==> config.mk <==
export PLATFORM = sky130hd
export DESIGN_NAME = sopc_data_bus
export DESIGN_NICKNAME = d
export VERILOG_FILES = /design/src/rtl/sopc_data_bus_pkg.sv /design/src/rtl/sopc_data_bus_addr_decoder.sv /design/src/rtl/sopc_data_bus.sv
export SDC_FILE = /design/constraint.sdc
export NUM_CORES = 1
export LEC_CHECK = 0
export CAP_MARGIN = 30
export CELL_PAD_IN_SITES_DETAIL_PLACEMENT = 0
export CELL_PAD_IN_SITES_GLOBAL_PLACEMENT = 1
export CORE_ASPECT_RATIO = 1.1
export CORE_UTILIZATION = 30
export DETAILED_ROUTE_END_ITERATION = 7
export PLACE_DENSITY = 0.9
export SYNTH_ARGS = -nofsm -noshare
export SYNTH_HDL_FRONTEND = slang
export SYNTH_SLANG_ARGS = --single-unit
==> constraint.sdc <==
create_clock -name clk -period 3.93 [get_ports clk]
set_input_delay 0.786 -clock clk [delete_from_list [all_inputs] [get_ports clk]]
set_output_delay 0.786 -clock clk [all_outputs]
set_load 0.01 [all_outputs]
==> src/rtl/sopc_data_bus_pkg.sv <==
// Shared types and constants for the SOPC data-bus bridge.
// Holds the FSM encoding, error read-data value and error-counter limits.
package sopc_data_bus_pkg;

    typedef enum logic [1:0] {
        BUS_IDLE   = 2'd0,
        BUS_ACCESS = 2'd1,
        BUS_RESP   = 2'd2
    } bus_state_t;

    localparam logic [31:0] BUS_ERR_DATA = 32'h0;
    localparam int          ERR_CNT_W    = 16;
    localparam logic [ERR_CNT_W-1:0] ERR_CNT_MAX = '1;

endpackage

==> src/rtl/sopc_data_bus_addr_decoder.sv <==
// Combinational address decoder: one-hot slave hit vector plus a miss flag.
// Overlapping regions resolve to the lowest slave index.
module sopc_addr_decoder
    import sopc_data_bus_pkg::*;
#(
    parameter int                    NUM_SLV  = 2,
    parameter int                    AW       = 32,
    parameter logic [NUM_SLV*AW-1:0] SLV_BASE = {32'h0001_0000, 32'h0000_0000},
    parameter logic [NUM_SLV*AW-1:0] SLV_MASK = {32'hFFFF_F000, 32'hFFFF_0000}
) (
    input  logic [AW-1:0]      addr_i,
    output logic [NUM_SLV-1:0] hit_o,
    output logic               miss_o
);

    logic found;

    always_comb begin
        hit_o = '0;
        found = 1'b0;
        for (int i = 0; i < NUM_SLV; i++) begin
            if (!found && ((addr_i & SLV_MASK[i*AW +: AW]) == SLV_BASE[i*AW +: AW])) begin
                hit_o[i] = 1'b1;
                found    = 1'b1;
            end
        end
    end

    assign miss_o = ~found;

endmodule

==> src/rtl/sopc_data_bus.sv <==
// Single-master, N-slave data-bus bridge with address decode, ready handshake,
// access timeout, bus-error reporting and a saturating error counter.
module sopc_data_bus
    import sopc_data_bus_pkg::*;
#(
    parameter int                    NUM_SLV  = 2,
    parameter int                    AW       = 32,
    parameter int                    DW       = 32,
    parameter logic [NUM_SLV*AW-1:0] SLV_BASE = {32'h0001_0000, 32'h0000_0000},
    parameter logic [NUM_SLV*AW-1:0] SLV_MASK = {32'hFFFF_F000, 32'hFFFF_0000},
    parameter int                    TIMEOUT  = 16
) (
    input  logic                  clk,
    input  logic                  rst,
    input  logic                  m_ce,
    input  logic                  m_we,
    input  logic [AW-1:0]         m_addr,
    input  logic [DW/8-1:0]       m_sel,
    input  logic [DW-1:0]         m_wdata,
    output logic [DW-1:0]         m_rdata,
    output logic                  m_ready,
    output logic                  m_err,
    output logic [15:0]           err_cnt,
    output logic [NUM_SLV-1:0]    s_ce,
    output logic                  s_we,
    output logic [AW-1:0]         s_addr,
    output logic [DW/8-1:0]       s_sel,
    output logic [DW-1:0]         s_wdata,
    input  logic [NUM_SLV*DW-1:0] s_rdata,
    input  logic [NUM_SLV-1:0]    s_ack
);

    localparam int CNT_W = (TIMEOUT > 1) ? $clog2(TIMEOUT) : 1;

    bus_state_t             state_q, state_d;
    logic [NUM_SLV-1:0]     s_ce_q, s_ce_d;
    logic                   s_we_q, s_we_d;
    logic [AW-1:0]          s_addr_q, s_addr_d;
    logic [DW/8-1:0]        s_sel_q, s_sel_d;
    logic [DW-1:0]          s_wdata_q, s_wdata_d;
    logic [DW-1:0]          m_rdata_q, m_rdata_d;
    logic                   err_q, err_d;
    logic [CNT_W-1:0]       cnt_q, cnt_d;
    logic [ERR_CNT_W-1:0]   err_cnt_q, err_cnt_d;

    logic [NUM_SLV-1:0]     hit;
    logic                   miss;
    logic                   sel_ack;
    logic                   timeout_hit;
    logic [DW-1:0]          sel_rdata;

    sopc_addr_decoder #(
        .NUM_SLV  (NUM_SLV),
        .AW       (AW),
        .SLV_BASE (SLV_BASE),
        .SLV_MASK (SLV_MASK)
    ) u_dec (
        .addr_i (m_addr),
        .hit_o  (hit),
        .miss_o (miss)
    );

    // Only the slave currently enabled may complete the access.
    always_comb begin
        sel_rdata = '0;
        for (int i = 0; i < NUM_SLV; i++) begin
            if (s_ce_q[i]) sel_rdata = s_rdata[i*DW +: DW];
        end
    end

    assign sel_ack     = |(s_ack & s_ce_q);
    assign timeout_hit = (TIMEOUT != 0) && (cnt_q == CNT_W'(TIMEOUT - 1));

    always_comb begin
        state_d   = state_q;
        s_ce_d    = s_ce_q;
        s_we_d    = s_we_q;
        s_addr_d  = s_addr_q;
        s_sel_d   = s_sel_q;
        s_wdata_d = s_wdata_q;
        m_rdata_d = m_rdata_q;
        err_d     = err_q;
        cnt_d     = cnt_q;
        err_cnt_d = err_cnt_q;

        case (state_q)
            BUS_IDLE: begin
                if (m_ce) begin
                    s_we_d    = m_we;
                    s_addr_d  = m_addr;
                    s_sel_d   = m_sel;
                    s_wdata_d = m_wdata;
                    cnt_d     = '0;
                    if (miss) begin
                        m_rdata_d = DW'(BUS_ERR_DATA);
                        err_d     = 1'b1;
                        state_d   = BUS_RESP;
                    end else begin
                        s_ce_d  = hit;
                        err_d   = 1'b0;
                        state_d = BUS_ACCESS;
                    end
                end
            end
            BUS_ACCESS: begin
                cnt_d = cnt_q + CNT_W'(1);
                // Ack is checked first so it wins over a simultaneous timeout.
                if (sel_ack) begin
                    m_rdata_d = s_we_q ? DW'(BUS_ERR_DATA) : sel_rdata;
                    err_d     = 1'b0;
                    s_ce_d    = '0;
                    state_d   = BUS_RESP;
                end else if (timeout_hit) begin
                    m_rdata_d = DW'(BUS_ERR_DATA);
                    err_d     = 1'b1;
                    s_ce_d    = '0;
                    state_d   = BUS_RESP;
                end
            end
            BUS_RESP: begin
                if (err_q && (err_cnt_q != ERR_CNT_MAX)) err_cnt_d = err_cnt_q + 1'b1;
                state_d = BUS_IDLE;
            end
            default: begin
                s_ce_d  = '0;
                state_d = BUS_IDLE;
            end
        endcase
    end

    always_ff @(posedge clk) begin
        if (rst) begin
            state_q   <= BUS_IDLE;
            s_ce_q    <= '0;
            s_we_q    <= 1'b0;
            s_addr_q  <= '0;
            s_sel_q   <= '0;
            s_wdata_q <= '0;
            m_rdata_q <= '0;
            err_q     <= 1'b0;
            cnt_q     <= '0;
            err_cnt_q <= '0;
        end else begin
            state_q   <= state_d;
            s_ce_q    <= s_ce_d;
            s_we_q    <= s_we_d;
            s_addr_q  <= s_addr_d;
            s_sel_q   <= s_sel_d;
            s_wdata_q <= s_wdata_d;
            m_rdata_q <= m_rdata_d;
            err_q     <= err_d;
            cnt_q     <= cnt_d;
            err_cnt_q <= err_cnt_d;
        end
    end

    assign m_ready = (state_q == BUS_RESP);
    assign m_err   = (state_q == BUS_RESP) && err_q;
    assign m_rdata = m_rdata_q;
    assign err_cnt = err_cnt_q;
    assign s_ce    = s_ce_q;
    assign s_we    = s_we_q;
    assign s_addr  = s_addr_q;
    assign s_sel   = s_sel_q;
    assign s_wdata = s_wdata_q;

endmodule

==> impl_results.md, run 1 <==
* Status: finished clean
* CP cell instances: nand3b_4, inv_1, clkdlybuf4s50_1
* Post-DP HPWL at 11230 µm
* Slowest cell on crit path: dfxtp_1
* Clock network fraction of total power at 0.487
* Final worst slack at 1.260 ns
* Pre-CTS setup slack at 1.074 ns
* Fraction of layout cells with a size suffix above 1 at 0.05828
* Setup crit start kind: flop
* Achievable Freq at 0.3745 GHz
* Syn_nets at 749
* Initial core utilization at 0.3076
* Vias at 5205
* Unrepaired setup endpoints after global routing: false
* Clock Latency Late Sink at 0.41 ns
* Worst-path fanout max at 14
* Switching pwr at 0.7285 mW
* Levels on crit path at 3
* CTS sink count at 126
* Yosys cell types at 36
* Cell Int Power at 2.628 mW
* Drt drc at 0
* Async SR Flop Fraction at 0
* GRT Total Usage at 0.1854
* Routed vias/inst at 4.901
* Initial antenna violation count at 0
* Pin count of the biggest net entering global routing at 70
* Tmin final at 2.670 ns
* Clock-pin slew of the registers on the worst-case setup and hold paths at 0.05 ns
* Critical Path Sink: m_err
* Antenna fix cells at 0
* Final Hold Fails at 0
* Syn Area/Cell at 8.298 µm²
* DRT iter0 DRCs at 272
* First-pass GRT wire length at 25590 µm
* Crit. Startpoint: state_q[0]$_SDFFE_PP0P_
* VDD IR max at 0.2810 mV
* Top Family by Delay on Critical Path: flip-flops
* Setup Viol. Count Final at 0
* RR Startpoint: err_cnt[6]$_SDFFE_PP0P_
* Number of I/O port buffers at 258
* Sequential Power Share at 0.401
* CP max stage delay at 0.60 ns
* Post-synth top area share at 0.4991
* Number of synthesized flops with an enable pin at 0
* CTS Buf Count at 17
* Final period utilization at 0.6794
* CORE AREA at 0.01643 mm²
* Ranking of synthesized cells by area: dfxtp_1 50%, nand2_1 11%, a21oi_1 8.4%, o32ai_1 5.9%, a22oi_1 5.5%
* Final #Nets at 986
* CP bufs+invs at 2
* Req. time, crit path at 3.14 ns
* Die height at 138.1 µm
* Worst R2R End: err_cnt[5]$_SDFFE_PP0P_
* H-tree depth at 4
* Hold Path Class: reg -> reg
* R2r setup slk at 1.57 ns
* Full die area at 0.01737 mm²
* Routability cong. at 0.7727
* Primary FF master, synth: dfxtp_1
* Total number of yosys warnings at 0
* CTS Hold Buffers Added at 0
* CTS tree: done
* PwrDens at 399.4 mW/mm²
* 1st-pass router iterations at 4
* Drt wl/cell at 15.00 µm
* Type of the worst setup path: reg -> out
* Cts repair resizes at 0
* Congestion Overflow GR at 0
* Number of global-route vias before repair at 4910
* Lkg Pwr at 2.853 nW
* Post-route ant nets at 0
* Final Skew at 0.007949 ns
* R2R depth at 5
* Top Ports at 259
* Setup_tns at 0 ns
* CP endpoint kind: primary output
* Arr. time, crit path at 1.88 ns
* Max-slew headroom at 0.4157
* Chip Width at 125.8 µm
* Mapped Area at 0.005054 mm²
* Seq/Total Area, Yosys at 0.4991
* Layout Area Growth over Synthesis at 66.28%
* Max_cap viols at 0
* Yosys top cell by area: dfxtp_1
* Clk Tree Root Cell: clkbuf_16
* Seq cells post-synth at 126
* Final core utilization at 0.5114
* Num rows at 49
* Synthesized instance count at 609
* WL final at 15930 µm
* Worst-margin pin slew at 0.8692 ns
* Sw Share at 0.2171
* Combinational power share at 0.112
* Max Buffers Root-to-Sink at 2
* Pins Over Slew Limit at 0
* Post-CTS Repair Setup Buffers at 0
## power by group through the flow
stage | Combinational (mW) | Clock [mW] | Sequential, mW
after floorplan | 0.105 | 0 | 1.39
after global placement | 0.377 | 0 | 1.37
after detailed placement | 0.379 | 0 | 1.37
after CTS | 0.381 | 1.68 | 1.35
after global routing | 0.408 | 1.74 | 1.35
final | 0.377 | 1.63 | 1.35
## metrics by stage
step                      std cells  total power [mW]  area, µm²  hold slack (ns)
after floorplan                 609             1.494       5054           0.4805
after global placement         1031             1.748       7782           0.4403
after detailed placement       1031             1.751       7782           0.4457
after CTS                      1062             3.403       8403           0.4530
after global routing           1062             3.495       8403           0.4653
final                          1062             3.356       8403           0.4497
## worst register-to-register path, stage by stage (launching register included)
cell and delay (ns):
dfxtp_1 0.45, nand4_1 0.27, nor4_2 0.85, buf_4 0.29
nor4_1 0.07, mux2_1 0.31
## worst min path at each step
stage	from	to	slack, ns	cells after the start
floorplan	s_addr[0]$_SDFFE_PP0P_	s_addr[0]$_SDFFE_PP0P_	0.48	2
global placement	s_addr[12]$_SDFFE_PP0P_	s_addr[12]$_SDFFE_PP0P_	0.44	2
detailed placement	s_wdata[12]$_SDFFE_PP0P_	s_wdata[12]$_SDFFE_PP0P_	0.45	2
CTS	s_wdata[12]$_SDFFE_PP0P_	s_wdata[12]$_SDFFE_PP0P_	0.45	2
global route	s_addr[26]$_SDFFE_PP0P_	s_addr[26]$_SDFFE_PP0P_	0.47	2
finish	s_addr[9]$_SDFFE_PP0P_	s_addr[9]$_SDFFE_PP0P_	0.45	2
## placed cells by master, fill, tap and decap left out, drive strengths merged, types with 3 or more instances in the layout
cell type | Yosys | routed
o32ai | 34 | 34
nor4 | 6 | 6
or3 | 7 | 7
buf | 13 | 10
nor2 | 13 | 13
or4 | 13 | 13
a22oi | 37 | 37
dfxtp | 126 | 126
nand3 | 9 | 9
nand4 | 4 | 4
a21oi | 85 | 85
and4 | 3 | 3
mux2 | 3 | 3
nand2 | 144 | 144
o21ai | 3 | 3
o31ai | 11 | 11
clkbuf | 36 | 19
clkinvlp | 0 | 3
clkinv | 0 | 5
bufinv | 0 | 4
nor3 | 4 | 4
nor2b | 4 | 4
clkdlybuf4s50 | 0 | 257
inv | 39 | 39
## registers in the layout (all words and copies together) (netlist names), 2 cells and up
name     count
s_sel        4
s_ce         2
state_q      2
s_addr      32
cnt_q        4
s_wdata     32
err_cnt     16
m_rdata     32
## layer usage
| layer | up-vias | track usage | routed length [µm] |
|---|---|---|---|
| met5 | - | 0 | 0 |
| met4 | 0 | 0.08751 | 369 |
| met3 | 22 | 0.05224 | 1099 |
| met2 | 180 | 0.3149 | 7939 |
| met1 | 2375 | 0.2150 | 6523 |
| li1 | 2628 | - | - |
## logic make-up (layout without fill, tap and decap cells)
group	count (synthesis)	after routing	synth area share
AND/OR/NAND/NOR	213	213	0.1914
AO/OA/AOI/OAI	177	177	0.2288
flip-flops	126	126	0.4991
buffers and inverters	88	337	0.06908
multiplexers	3	3	0.006684
adder cells (fa/ha/maj)	2	2	0.004951
## layout make-up
cell class | count | area (µm²)
Clock buffer | 19 | 452.9
Clock inverter | 12 | 167.7
Fill cell | 1581 | 8028
Inverter | 39 | 146.4
Multi-Input combinational cell | 395 | 2198
Sequential cell | 126 | 2522
Tap cell | 204 | 255.2
Timing Repair Buffer | 267 | 2660
## synth_stat cells (2+ instances only)
library cell  instances
nand2_1             144
dfxtp_1             126
a21oi_1              85
inv_1                39
a22oi_1              37
clkbuf_1             36
o32ai_1              34
nor2_1               13
or4_1                13
o31ai_1              11
buf_2                 9
nand3_1               9
or3_1                 7
nor4_1                6
nand4_1               4
nor2b_1               4
nor3_1                4
and4_1                3
buf_1                 3
o21ai_0               3
ha_1                  2
mux2_2                2
nand2b_1              2
Note: power is estimated with default switching activity, not from simulation.
==> run 2, diff against run 1 <==
Settings changed: CORE_UTILIZATION 30 to 25, PLACE_DENSITY 0.9 to 0.8.
Clock period 3.93 ns to 2.2 ns, I/O delays scaled along.
==> impl_results.md, run 2 (synthesized netlist as in run 1, its figures left out) <==
* Drt wl/cell at 14.96 µm (-0.26%)
* Top Ports at 259 (unchanged)
* Number of global-route vias before repair at 4865 (-0.92%)
* Fin cells at 1127 (+6.1%)
* Req. time, crit path at 1.76 ns (-1.38 ns)
* Drt drc at 0 (unchanged)
* CP max stage delay at 0.58 ns (-0.02 ns)
* DRT iter0 DRCs at 185 (-32%)
* Post-route ant nets at 0 (unchanged)
* Post-CTS Repair Setup Buffers at 0 (unchanged)
* Worst-margin pin slew at 0.9287 ns (+0.05955 ns)
* CP endpoint kind: primary output
* Pin count of the biggest net entering global routing at 70 (unchanged)
* Fraction of layout cells with a size suffix above 1 at 0.07771 (+0.01944)
* Full die area at 0.02079 mm² (+20%)
* Worst hold slack at 0.3240 ns (-0.1257 ns)
* Congestion Overflow GR at 0 (unchanged)
* Setup Viol. Count Final at 0 (unchanged)
* GRT Total Usage at 0.1627 (-0.02269)
* CTS sink count at 126 (unchanged)
* Arr. time, crit path at 1.63 ns (-0.25 ns)
* Final core utilization at 0.4388 (-0.07260)
* Final period utilization at 0.9420
* Cts repair resizes at 0 (unchanged)
* Type of the worst setup path: reg -> out
* Routability cong. at 0.7913 (+2.4%)
* Worst R2R End: err_cnt[15]$_SDFFE_PP0P_
* Chip Width at 137.6 µm (+9.4%)
* Lkg Pwr at 2.977 nW (+4.3%)
* CTS Hold Buffers Added at 0 (unchanged)
* VDD IR max at 0.5010 mV (+78%)
* Initial antenna violation count at 1 (+1)
* Setup crit start kind: flop
* First-pass GRT wire length at 25840 µm (+1.0%)
* Final Skew at 0.008162 ns (+0.0002124 ns)
* Status: finished clean
* Clock Latency Late Sink at 0.41 ns (about the same)
* Antenna fix cells at 0 (unchanged)
* Clk Tree Root Cell: clkbuf_16
* Worst-path fanout max at 8 (-6)
* Die height at 151.1 µm (+9.4%)
* Pins Over Slew Limit at 0 (unchanged)
* Hold Path Class: in -> reg
* Filler instances at 2008 (+27%)
* Num rows at 54 (+10%)
* Slowest cell on crit path: clkdlybuf4s50_1
* Number of I/O port buffers at 258 (unchanged)
* Final #Nets at 1002 (+1.6%)
* Clock-pin slew of the registers on the worst-case setup and hold paths at 0.06 ns (about the same)
* H-tree depth at 4 (unchanged)
* Unrepaired setup endpoints after global routing: false
* Layout Area Growth over Synthesis at 71.90%
* Commonest non-fill, non-tap cell in the layout: clkdlybuf4s50_1
* Post-route cell area at 0.008687 mm² (+3.4%)
* 1st-pass router iterations at 4 (unchanged)
* CTS Buf Count at 17 (unchanged)
* Max-slew headroom at 0.3802 (-0.03554)
* Tmin final at 2.072 ns
* Routed vias/inst at 4.721 (-3.7%)
* R2R depth at 4 (-1)
* Final Hold Fails at 0 (unchanged)
* PwrDens at 731.3 mW/mm² (+83%)
* CP cell instances: buf_4, nor2b_1, clkdlybuf4s50_1
* Critical Path Sink: m_ready
* Placed cell area at 0.008000 mm² (+2.8%)
* DP Cell Count at 1095 (+6.2%)
* CTS tree: done
* Post-DP HPWL at 11850 µm (+5.6%)
* R2r setup slk at 0.30 ns (-1.27 ns)
* CORE AREA at 0.01980 mm² (+20%)
* Vias at 5321 (+2.2%)
* Crit. Startpoint: state_q[0]$_SDFFE_PP0P_
* Achievable Freq at 0.4825 GHz
* RR Startpoint: err_cnt[3]$_SDFFE_PP0P_
* Commonest non-fill, non-tap cells in the layout: 257 x clkdlybuf4s50_1, 144 x nand2_1, 125 x dfxtp_1, 85 x a21oi_1, 39 x inv_1
* Max_cap viols at 0 (unchanged)
* Initial core utilization at 0.2553 (-0.05229)
* Max Buffers Root-to-Sink at 2 (unchanged)
* WL final at 16860 µm (+5.8%)
[run 2: how the worst min path moves through the flow]
stage	slack [ns]	end	cells past startpoint	startpoint
6_report	0.32	s_wdata[4]$_SDFFE_PP0P_	2	rst
5_1_grt	0.32	s_wdata[3]$_SDFFE_PP0P_	2	rst
4_1_cts	0.31	s_wdata[0]$_SDFFE_PP0P_	2	rst
3_5_place_dp	0.45	s_sel[1]$_SDFFE_PP0P_	2	s_sel[1]$_SDFFE_PP0P_
3_3_place_gp	0.44	s_addr[8]$_SDFFE_PP0P_	2	s_addr[8]$_SDFFE_PP0P_
2_1_floorplan	0.48	s_addr[0]$_SDFFE_PP0P_	2	s_addr[0]$_SDFFE_PP0P_
[run 2: critical path: cells and delay by family (launching register included)]
| kind | cells | cell delay [ns] |
|---|---|---|
| and+or+nand+nor | 1 | 0.11 |
| buffers and inverters | 2 | 0.76 |
| DFF | 1 | 0.35 |
[run 2: cell type report]
class	count	area [µm²]	area share
Clock buffer	19	452.9	0.05214
Inverter	39	146.4	0.01685
Timing Repair Buffer	283	2818	0.3244
Tap cell	252	315.3	0.03630
Sequential cell	126	2524	0.2905
Multi-Input combinational cell	395	2198	0.2531
Clock inverter	13	232.7	0.02679
[run 2: through the flow]
stage               setup WS (ns)  TNS, ns  power [mW]
floorplan                  0.3950        0       2.668
global placement          -0.1626   -4.664       3.151
detailed placement        -0.1967   -5.408       3.153
CTS                       0.03953        0       6.447
global route              0.02283        0       6.625
finish                     0.1275        0       6.353
[run 2: layer usage]
metal / routed length [µm] / share of wire / global-route usage / vias up
li1: - / - / - / 2671
met1: 7066 / 0.42 / 0.1907 / 2468
met2: 8377 / 0.50 / 0.2696 / 151
met3: 1047 / 0.062 / 0.05589 / 29
met4: 360 / 0.021 / 0.06538 / 2
met5: 13 / 0.00077 / 0 / -
[run 2: report_power, final]
part / switching [mW] / internal [mW] / leakage [nW] / total (mW)
Sequential: 0.0412 / 2.36 / 1.03 / 2.40
Combinational: 0.283 / 0.415 / 1.62 / 0.698
Clock: 1.06 / 2.19 / 0.334 / 3.25
Total: 1.39 / 4.97 / 2.98 / 6.35
